### src/rtl/count_capture_pkg.sv
// Shared constants and helpers for the count_capture block.
package count_capture_pkg;

    localparam int DEF_WIDTH = 8;
    localparam int DEF_DEPTH = 4;

    // Pointer width (without the wrap bit) needed to index a FIFO of the given depth.
    function automatic int ptr_w(input int depth);
        return $clog2(depth);
    endfunction

endpackage

### src/rtl/capture_fifo.sv
// Show-ahead register FIFO.
// Pointers carry an extra wrap bit, so full and empty can be told apart.
module capture_fifo
    import count_capture_pkg::*;
#(
    parameter int data_w = 2 * DEF_WIDTH,
    parameter int depth  = DEF_DEPTH
) (
    input  logic              clk,
    input  logic              rst,
    input  logic              push,
    input  logic              pop,
    input  logic [data_w-1:0] din,
    output logic [data_w-1:0] dout,
    output logic              full,
    output logic              empty
);

    localparam int aw = ptr_w(depth);

    logic [aw:0]       wr_ptr_reg;
    logic [aw:0]       rd_ptr_reg;
    logic [data_w-1:0] mem_reg [depth];
    logic              pop_ok;
    logic              push_ok;

    assign empty = (wr_ptr_reg == rd_ptr_reg);
    assign full  = (wr_ptr_reg[aw] != rd_ptr_reg[aw]) &&
                   (wr_ptr_reg[aw-1:0] == rd_ptr_reg[aw-1:0]);

    // A pop frees a slot in the same cycle, so a push into a full FIFO is legal alongside a pop.
    assign pop_ok  = pop & ~empty;
    assign push_ok = push & (~full | pop_ok);

    // Head entry is presented combinationally (show-ahead).
    assign dout = mem_reg[rd_ptr_reg[aw-1:0]];

    // Each storage slot loads din when the write pointer selects it.
    generate
        for (genvar gi = 0; gi < depth; gi++) begin : g_slot
            always_ff @(posedge clk or posedge rst) begin
                if (rst) begin
                    mem_reg[gi] <= '0;
                end else if (push_ok && (wr_ptr_reg[aw-1:0] == aw'(gi))) begin
                    mem_reg[gi] <= din;
                end
            end
        end
    endgenerate

    // Advance the write and read pointers on accepted push/pop.
    always_ff @(posedge clk or posedge rst) begin
        if (rst) begin
            wr_ptr_reg <= '0;
            rd_ptr_reg <= '0;
        end else begin
            if (push_ok) wr_ptr_reg <= wr_ptr_reg + 1'b1;
            if (pop_ok)  rd_ptr_reg <= rd_ptr_reg + 1'b1;
        end
    end

endmodule

### src/rtl/count_capture.sv
// Timestamp capture: on each rising edge of trig, store cnt and the modular
// delta from the previous accepted capture, and hand the pairs out over valid/ready.
module count_capture
    import count_capture_pkg::*;
#(
    parameter int width = DEF_WIDTH,
    parameter int depth = DEF_DEPTH
) (
    input  logic             clk,
    input  logic             rst,
    input  logic [width-1:0] cnt,
    input  logic             trig,
    output logic [width-1:0] out_stamp,
    output logic [width-1:0] out_delta,
    output logic             out_valid,
    input  logic             out_ready,
    output logic             overflow,
    input  logic             clr_ovf
);

    typedef struct packed {
        logic [width-1:0] stamp;
        logic [width-1:0] delta;
    } entry_t;

    logic             trig_d_reg;
    logic [width-1:0] last_stamp_reg;
    logic             overflow_reg;
    logic             rise;
    logic             pop;
    logic             accept;
    logic             drop;
    logic             full;
    logic             empty;
    entry_t           new_entry;
    entry_t           head_entry;

    // trig_d resets high so that trig held through reset is not seen as an edge.
    assign rise = trig & ~trig_d_reg;
    assign pop  = out_valid & out_ready;

    assign accept = rise & (~full | pop);
    assign drop   = rise & ~accept;

    assign new_entry.stamp = cnt;
    assign new_entry.delta = cnt - last_stamp_reg;

    assign out_valid = ~empty;
    assign out_stamp = head_entry.stamp;
    assign out_delta = head_entry.delta;
    assign overflow  = overflow_reg;

    capture_fifo #(
        .data_w (2 * width),
        .depth  (depth)
    ) u_fifo (
        .clk   (clk),
        .rst   (rst),
        .push  (accept),
        .pop   (pop),
        .din   (new_entry),
        .dout  (head_entry),
        .full  (full),
        .empty (empty)
    );

    // Edge-detect delay register.
    always_ff @(posedge clk or posedge rst) begin
        if (rst) trig_d_reg <= 1'b1;
        else     trig_d_reg <= trig;
    end

    // Reference for the next delta; only accepted captures move it.
    always_ff @(posedge clk or posedge rst) begin
        if (rst)         last_stamp_reg <= '0;
        else if (accept) last_stamp_reg <= cnt;
    end

    // Sticky drop flag; a drop in the same cycle as a clear keeps it set.
    always_ff @(posedge clk or posedge rst) begin
        if (rst)          overflow_reg <= 1'b0;
        else if (drop)    overflow_reg <= 1'b1;
        else if (clr_ovf) overflow_reg <= 1'b0;
    end

endmodule

### config.mk
export PLATFORM = sky130hd
export DESIGN_NAME = count_capture
export DESIGN_NICKNAME = d
export VERILOG_FILES = /design/src/rtl/count_capture_pkg.sv /design/src/rtl/capture_fifo.sv /design/src/rtl/count_capture.sv
export SDC_FILE = /design/constraint.sdc
export NUM_CORES = 1
export LEC_CHECK = 0
export CAP_MARGIN = 20
export CORE_MARGIN = 2
export CORE_UTILIZATION = 53
export DETAILED_ROUTE_END_ITERATION = 8
export GPL_TIMING_DRIVEN = 1
export MAX_ROUTING_LAYER = met4
export PLACE_DENSITY = 0.76
export SETUP_SLACK_MARGIN = 0.15
export SKIP_CTS_REPAIR_TIMING = 1
export SYNTH_ARGS = -nofsm -noshare
export SYNTH_HDL_FRONTEND = slang
export SYNTH_HIERARCHICAL = 1
export SYNTH_SLANG_ARGS = --single-unit
export TNS_END_PERCENT = 5
### constraint.sdc
create_clock -name clk -period 2.9 [get_ports clk]
set_input_delay 0.29 -clock clk [delete_from_list [all_inputs] [get_ports clk]]
set_output_delay 0.29 -clock clk [all_outputs]
set_load 0.005 [all_outputs]
After elaboration in Yosys (flattened, before gate mapping)
Cells that the tools add are included.

storage, ports and cells
  bits in registers = 80
  output and inout bits = 18
  logic and storage cells = 44
  input bits = 13

cells by class
  eq/ne operators = 6
  $add $sub $neg = 3
  magnitude comparators = 1
  bitwise operators = 13
  reduce and logical (&&, ||, !) cells = 7
  multiplexer cells = 5

operators by type and width
  kind                                                             number
  16-bit binary-select mux with 2-bit select                       1
  16-bit 2-to-1 mux                                                2
  8-bit subtractor                                                 1
  3-bit by 1-bit adder with 3-bit output, second input constant    2
  1-bit bitwise AND                                                6
  1-bit logical AND                                                5
  2-bit == test, second input constant                             2
  1-bit NOT                                                        4
  3-bit == test                                                    1
  3-bit greater-or-equal comparator, second input constant         1
  2-bit NOT with 3-bit output                                      1
  2-bit by 1-bit == test with 1-bit output, second input constant  1
  2-bit == test                                                    1
  2-bit logical NOT                                                1
  1-bit 2-to-1 mux                                                 2
  1-bit OR                                                         2
  2-bit nonzero test                                               1
  1-bit inequality test                                            1

Longest topological paths before layout
Gate-level depths: netlist of run 1.

  depth after elaboration = 8
  mapped depth = 11
  gate-level depth less buffers = 9

Hierarchy
The synthesis of run 1 kept the hierarchy.

by module, submodules not included
  module         times used  area each (um2)  cells an instance  seq. area each (um2)
  capture_fifo   1           3,294.4          191                1,751.7
  count_capture  1           724.4            70                 251.5

Least setup slack after synthesis of run 1
Ideal clock, no wire load.

  kind = flip-flop to flip-flop
  start point = reg u_fifo.rd_ptr_reg[0]
  end point = reg u_fifo/mem_reg[1] in the netlist's numbering
  cell stages (with the launch flop) = 12
  clock period less this slack = 2.942 ns
  arrival = 2.818 ns
  setup slack = -0.042 ns
  required time = 2.775 ns
  buffers on the path = 3
  setup time = 0.125 ns
  cells stage by stage = dfrtp_1 buf_4 xor2_4 or2_2 nor2_1 inv_1 nand2_1 inv_1 buf_1 o41ai_4 buf_6 mux2_2

on the way
  longest elaborated chain between the ends = 7
  elaborated cells on any way between the ends = 12
  classes of those cells = eq/ne: 2; bitwise: 8; reduce/logical: 2

RTL lines
  what                                           RTL line                                 RTL
  start, declared                                capture_fifo.sv:22                       logic [aw:0] rd_ptr_reg;
  start signal, assigned                         capture_fifo.sv:58                       if (pop_ok) rd_ptr_reg <= rd_ptr_reg + 1'b1;
  3-bit == test (*)                              capture_fifo.sv:27                       assign empty = (wr_ptr_reg == rd_ptr_reg);
  net empty                                      count_capture.sv:34                      logic empty;
  1-bit NOT (*)                                  count_capture.sv:48                      assign out_valid = ~empty;
  net out_valid                                  count_capture.sv:15                      output logic out_valid,
  1-bit bitwise AND (*)                          count_capture.sv:40                      assign pop = out_valid & out_ready;
  net pop                                        count_capture.sv:30                      logic pop;
  1-bit OR or 1-bit bitwise AND (tied branches)  count_capture.sv:42, capture_fifo.sv:32
  1-bit bitwise AND or 1-bit OR (tied branches)  count_capture.sv:42, capture_fifo.sv:33
  1-bit bitwise AND (*)                          capture_fifo.sv:33                       assign push_ok = push & (~full | pop_ok);
  1-bit logical AND (*)                          capture_fifo.sv:44                       end else if (push_ok && (wr_ptr_reg[aw-1:0] == aw'(gi))) begin
  end signal, assigned by index                  capture_fifo.sv:45                       mem_reg[gi] <= din;
  end, declared                                  capture_fifo.sv:23                       logic [data_w-1:0] mem_reg [depth];

Mark *: on every way through the listed nets, which the timed path passes. The rest lies on a longest branch.
A chain may end at the register's enable or synchronous reset.

Worst setup path in the final report of run 1
  start point = reg u_fifo.wr_ptr_reg[1]
  end point = reg u_fifo.wr_ptr_reg[1]

on the way
  longest elaborated chain between the ends = 6
  elaborated cells on any way between the ends = 12
  classes of those cells = add/sub: 1; eq/ne: 2; bitwise: 8; reduce/logical: 1

RTL lines
  what                                           RTL line                                 RTL
  start, declared                                capture_fifo.sv:21                       logic [aw:0] wr_ptr_reg;
  start signal, assigned                         capture_fifo.sv:57                       if (push_ok) wr_ptr_reg <= wr_ptr_reg + 1'b1;
  3-bit == test (*)                              capture_fifo.sv:27
  net empty                                      count_capture.sv:34
  1-bit NOT (*)                                  count_capture.sv:48
  1-bit bitwise AND (*)                          count_capture.sv:40
  net pop                                        count_capture.sv:30
  1-bit OR or 1-bit bitwise AND (tied branches)  count_capture.sv:42, capture_fifo.sv:32
  1-bit bitwise AND or 1-bit OR (tied branches)  count_capture.sv:42, capture_fifo.sv:33
  1-bit bitwise AND (*)                          capture_fifo.sv:33

Marks and branches as above.

==> metrics.cfg, run 1 <==
[place]
portBuffers = 30
gp_congestion = 0.739
place_area_sq_um = 4470
dp.cells = 393
hpwl_um = 5030

[yosys]
synthesis.nets = 287
yosysTopAreaCell = dfrtp_1
ys_types = 39
ys_top_cells_by_area = dfrtp_1, mux2_2, mux4_2
yosysMostFrequentCell = dfrtp_1
ys_seq_area_share_pct = 49.8
synth.top_cell.area_share_pct = 49.2
netlist_top_cells_count = dfrtp_1, mux2_2, inv_1, mux4_2, ha_1
synthArstFlopShare_pct = 100
ys_ff_latch = 80
synth_edf_count = 0
synthCells = 261
syn_area_sq_um = 4020
syn_area_per_cell_sq_um = 15.4
synthFlopType = dfrtp_1
ys_warn_count = 6

[detailed_routing]
wl_per_cell_um = 17.7
vias = 2257
remaining_drc_errors = 0
viasPerCell = 5.52
wirelength_um = 7250
drt_iter0_drc = 49
postRouteAntennaNets = 0
dr.pass1.iters = 4

[cells_and_area]
multi_input_area_sq_um = 1880
instances_no_fill = 409
area_growth_syn_to_layout_pct = 16.1
fillers = 586
drive_gt1_share_pct = 41.3
regArea_sq_um = 2000
n_antenna_cell = 0
utilization_pct = 64.0
largest_reg_flops = 64
final_cell_area_sq_um = 4670
layout.nets = 331

[power_and_ir_drop]
p_leak_uw = 0.00200
pwr-share-clk_pct = 14.9
swShare_pct = 33.9
seqPwrFrac_pct = 36.0
internal-power_uw = 3620
p_per_area_nw_per_um2 = 1170
share_comb_of_total_power_pct = 49.0
p_switching_uw = 1860
ir_drop_mv = 0.513

[setup_path]
crit_path_end_kind = flop
slowest_stage = o41ai_1
timing.critical_path.mode_cell = inv_1
crit_fanout = 8
slowest_delay_ns = 0.66
cp-start-kind = flop
cp.required_ns = 3.14
r2r_setup_slack_ns = 0.22
crit_chain = xor2_4 > or2_2 > nor2_1 > inv_1 > nand2_2 > inv_1 > o41ai_1 > mux2_2
crit_arrival_ns = 2.92
crit_type = flop to flop

[timing]
period_needed_ns = 2.68
holdWs_ns = 0.302
maxSlewViolCount = 0
worst_slew_pin_slew_ns = 0.749
rsz0062_at_grt = yes
hold_violations = 0
setup_viol = 0
relSlewSlack_pct = 50.0
setup-tns-final_ns = 0
finalCritPeriodShare_pct = 92.3
fmax_mhz = 373
skew_ns = 0.00918

[floorplan]
core_sq_um = 7290
io_pins = 31
initial_core_util_pct = 55.1
fp.dieH_um = 91.1
die_area_sq_um = 8300
die_x_um = 91.1
rows = 31

[clocking]
cts.clk_slew.worst_paths_ns = 0.08
cts_buffer_depth = 2
clk-insertion-delay-late_ns = 0.36
cts_root_buf = clkbuf_8
cts_tree = built
cts_buffers = 9
clock_sinks = 80
htree_levels = 3

[global_route]
grt-ovfl-total = 0
grt_pass1_vias = 2425
antenna_found_initial = 0
grt_pass1_wl_um = 12200
grt.total_usage_pct = 19.8
grt_max_degree = 37

[outcome]
status = finished, final reports clean

[flow_run]
maxCapViolCount = 0

[min_path]
hold_class = input pin to asynchronous set/reset pin

-- routing by layer --
layer	share of wire, %	wire length, um	GRT usage [%]	vias to the layer above
met4	1.5	106	7.95	0
met2	50	3660	31.8	24
met3	2.6	190	4.15	10
met5	0	0	-	-
met1	45	3300	24.9	1184
li1	-	-	-	1039
-- cells by family (layout without fill, tap and decap cells) --
family	after synthesis	count (layout)	synth area share, %
compound gates	24	24	6.66
xor+xnor	14	14	4.17
fa+ha+maj	13	13	4.23
buf+inv	25	74	3.39
flops	80	80	49.8
mux	90	90	29.7
simple gates	15	15	1.99
-- final timing paths --
| path | start | to | cells after the start |
|---|---|---|---|
| setup / recovery | u_fifo/wr_ptr_reg[1] | u_fifo/wr_ptr_reg[1] | 8 |
| hold / removal | rst | overflow | 2 |
| setup reg to reg | u_fifo/wr_ptr_reg[1] | u_fifo/wr_ptr_reg[1] | 8 |
| hold reg to reg | u_fifo/mem_reg[0] | u_fifo/mem_reg[0] | 1 |
| max in group asynchronous | rst | u_fifo/mem_reg[41] | 3 |
| min in group clk | trig | trig_d_reg | 1 |
-- cell type report --
| class | instances | share of cell area, % |
|---|---|---|
| Inverter | 16 | 1.29 |
| Clock inverter | 7 | 1.53 |
| Tap cell | 99 | 2.65 |
| Sequential cell | 80 | 42.9 |
| Multi-Input combinational cell | 156 | 40.3 |
| Timing Repair Buffer | 42 | 8.63 |
| Clock buffer | 9 | 2.65 |
-- critical path: cells and delay by family, from the launching register on --
kind | cells | cell delay [ns]
AO/OA/AOI/OAI | 1 | 0.66
XOR/XNOR | 1 | 0.24
buffers and inverters | 2 | 0.25
flip-flops | 1 | 0.48
multiplexers | 1 | 0.40
AND/OR/NAND/NOR | 3 | 0.54
-- power by group through the flow --
| stage | combinational (uW) | sequential (uW) | clock (uW) |
|---|---|---|---|
| finish | 2690 | 1970 | 817 |
| global route | 2920 | 2050 | 886 |
| CTS | 2730 | 1980 | 846 |
| detailed placement | 2700 | 2000 | 0 |
| global placement | 2650 | 1980 | 0 |
| floorplan | 1920 | 1890 | 0 |
-- placed cells by master, fill, tap and decap left out, types with 3 or more instances in the layout --
master / Yosys / layout
mux4_2: 16 / 16
clkinv_2: 0 / 3
ha_1: 12 / 12
nor2_1: 4 / 4
a21oi_1: 3 / 3
o41ai_4: 4 / 4
dfrtp_1: 79 / 79
and2_1: 4 / 4
xnor2_1: 9 / 9
clkdlybuf4s50_1: 0 / 30
buf_4: 1 / 11
inv_1: 16 / 15
mux2_1: 5 / 5
a21o_1: 3 / 3
mux2_2: 69 / 69
clkbuf_8: 0 / 9
-- per-stage QoR --
| stage | total power (uW) | setup WS (ns) |
|---|---|---|
| floorplan | 3810 | 0.158 |
| global placement | 4620 | 0.324 |
| detailed placement | 4710 | 0.228 |
| CTS | 5550 | 0.218 |
| global route | 5850 | 0.0994 |
| finish | 5480 | 0.222 |
Power figures use the tool's default switching activity.
==> run 2, diff against run 1 <==
- ABC_AREA: default -> 0
- SLEW_MARGIN: default -> 20
==> results of run 2 <==
Same layout as run 1: the final DEF is identical, and so are final timing and power.
==> run 3, diff against run 2 <==
- ABC_CLOCK_PERIOD_IN_PS: default -> 2900
- CORE_UTILIZATION: 53 -> 55
- DONT_BUFFER_PORTS: default -> 1
- PLACE_DENSITY: 0.76 -> 0.73
==> run 3 against run 2 <==
Against the previous run: first-iteration DRC count increased to 2.6 times the previous value; cell count shrank 6.4%; utilization shrank 2.8 points; sequential power barely moved; clock-buffer cell count up 2; combinational power fell by 17%; sequential share of layout area grew 2.7 points; non-clock buffer count down 26; wire length decreased by 3.2%; via count fell by 4.0%; power shrank 8.8%; global-route usage increased by 0.60 points; highest routed layer unchanged.
==> metrics.cfg, run 3 (synthesis results as in run 1) <==
[outcome]
status = finished, final reports clean  ; unchanged

[detailed_routing]
viasPerCell = 5.66  ; was 5.52
postRouteAntennaNets = 0  ; unchanged
drt_iter0_drc = 128  ; was 49
vias = 2166  ; was 2257
wirelength_um = 7020  ; was 7250 um
wl_per_cell_um = 18.3  ; was 17.7 um
remaining_drc_errors = 0  ; unchanged
dr.pass1.iters = 4  ; unchanged

[floorplan]
rows = 31  ; unchanged
initial_core_util_pct = 56.0  ; was 55.1%
fp.dieH_um = 89.5  ; was 91.1 um
die_x_um = 89.5  ; was 91.1 um
core_sq_um = 7180  ; was 7290 sq um
die_area_sq_um = 8010  ; was 8300 sq um
io_pins = 31  ; unchanged

[power_and_ir_drop]
p_per_area_nw_per_um2 = 1140  ; was 1170 nW/um^2
ir_drop_mv = 0.426  ; was 0.513 mV
p_leak_uw = 0.00188  ; was 0.00200 uW

[setup_path]
crit_path_end_kind = flop  ; unchanged
crit_type = flop to flop  ; unchanged
crit_fanout = 8  ; unchanged
slowest_delay_ns = 0.48  ; was 0.66 ns
timing.critical_path.mode_cell = inv_1  ; unchanged
slowest_stage = dfrtp_1  ; was o41ai_1
crit_chain = xor2_4 > or2_2 > nor2_1 > inv_1 > nand2_2 > inv_1 > o41ai_4 > buf_4 > mux2_2  ; was xor2_4 > or2_2 > nor2_1 > inv_1 > nand2_2 > inv_1 > o41ai_1 > mux2_2
crit_arrival_ns = 2.85  ; was 2.92 ns
cp.required_ns = 3.12  ; was 3.14 ns
cp-start-kind = flop  ; unchanged

[place]
hpwl_um = 5000  ; was 5030 um
gp_congestion = 0.758  ; was 0.739
place_ws_ns = 0.255  ; was 0.228 ns
portBuffers = 0  ; was 30
dp.cells = 365  ; was 393
place_area_sq_um = 4170  ; was 4470 sq um

[global_route]
grt_max_degree = 33  ; was 37
antenna_found_initial = 0  ; unchanged
grt_pass1_wl_um = 11700  ; was 12200 um
grt.total_usage_pct = 20.4  ; was 19.8%
grt-ovfl-total = 0  ; unchanged
grt_pass1_vias = 2239  ; was 2425

[cells_and_area]
largest_reg_flops = 64  ; unchanged
drive_gt1_share_pct = 45.4  ; was 41.3%
instances_no_fill = 383  ; was 409
final_cell_mix = dfrtp_1, mux2_2, mux4_2  ; was dfrtp_1, mux2_2, clkdlybuf4s50_1
utilization_pct = 61.2  ; was 64.0%
n_antenna_cell = 0  ; unchanged
layout_commonest_cell = dfrtp_1  ; unchanged
final_cell_area_sq_um = 4390  ; was 4670 sq um
area_growth_syn_to_layout_pct = 9.25  ; was 16.1%
layout.nets = 305  ; was 331

[timing]
period_needed_ns = 2.63  ; was 2.68 ns
setup_viol = 0  ; unchanged
setup-tns-final_ns = 0  ; unchanged
hold_violations = 0  ; unchanged
finalCritPeriodShare_pct = 90.6  ; was 92.3%
skew_ns = 0.00854  ; was 0.00918 ns
rsz0062_at_grt = yes  ; unchanged
relSlewSlack_pct = 54.8  ; was 50.0%
setup_slack_ns = 0.272  ; was 0.222 ns
worst_slew_pin_slew_ns = 0.677  ; was 0.749 ns
maxSlewViolCount = 0  ; unchanged
fmax_mhz = 380  ; was 373 MHz

[clocking]
cts_buffer_depth = 2  ; unchanged
cts.clk_slew.worst_paths_ns = 0.08  ; about the same
clock_sinks = 80  ; unchanged
clk-insertion-delay-late_ns = 0.34  ; was 0.36 ns
cts_root_buf = clkbuf_8  ; unchanged
cts_tree = built  ; unchanged
cts_buffers = 9  ; unchanged
htree_levels = 3  ; unchanged

[min_path]
hold_class = input pin to flop  ; was input pin to asynchronous set/reset pin

[flow_run]
maxCapViolCount = 0  ; unchanged

## run 3: changes by cell type in the layout (fill, tap and decap cells not counted), sizes merged, moves of 2 or more
cell           previous run  this run
clkinv                    5         1
clkbuf                    9        11
clkinvlp                  0         3
buf                      12        14
dlygate4sd3               0         2
clkdlybuf4s50            30         0
## run 3: final cells by class
type	instances	area, sq um
Timing Repair Buffer	16	125
Sequential cell	80	2000
Fill cell	578	2790
Multi-Input combinational cell	156	1890
Inverter	16	60.1
Tap cell	99	124
Clock inverter	5	57.6
Clock buffer	11	131
## run 3: stage by stage
| step | hold WS [ns] | total power (uW) |
|---|---|---|
| 3_3_place_gp | 0.236 | 4180 |
| 6_report | 0.0478 | 5000 |
| 4_1_cts | -0.137 | 5060 |
| 5_1_grt | 0.0383 | 5370 |
| 3_5_place_dp | 0.240 | 4260 |
| 2_1_floorplan | 0.129 | 3810 |
## run 3: worst paths after layout
path	slack, ns	cells after the start	from	endpoint
min in group asynchronous	0.46	2	rst	last_stamp_reg[4]
worst min register to register	0.50	1	u_fifo/mem_reg[0]	u_fifo/mem_reg[0]
worst min-delay path	0.05	1	clr_ovf	overflow
max in group asynchronous	1.59	3	rst	u_fifo/mem_reg[36]
worst max-delay path	0.27	9	u_fifo/wr_ptr_reg[1]	u_fifo/mem_reg[10]
worst max register to register	0.27	9	u_fifo/wr_ptr_reg[1]	u_fifo/mem_reg[10]
## run 3: power by group
group          internal, uW  total (uW)  switching, uW
Combinational          1180        2240           1060
Clock                   397         784            387
Sequential             1660        1970            312
Total                  3240        5000           1760
## run 3: per-layer routing
metal,vias to the layer above,routed length [um],global-route usage (%)
met5,-,0,-
met4,0,53,5.70
met3,6,151,3.60
met2,21,3630,32.9
met1,1151,3190,26.9
li1,988,-,-
## run 3: worst max-delay path: cells and delay by family, from the launching register on
family / cells / cell delay [ns]
buf+inv: 3 / 0.52
mux: 1 / 0.35
xor+xnor: 1 / 0.24
compound gates: 1 / 0.37
simple gates: 3 / 0.56
flops: 1 / 0.48
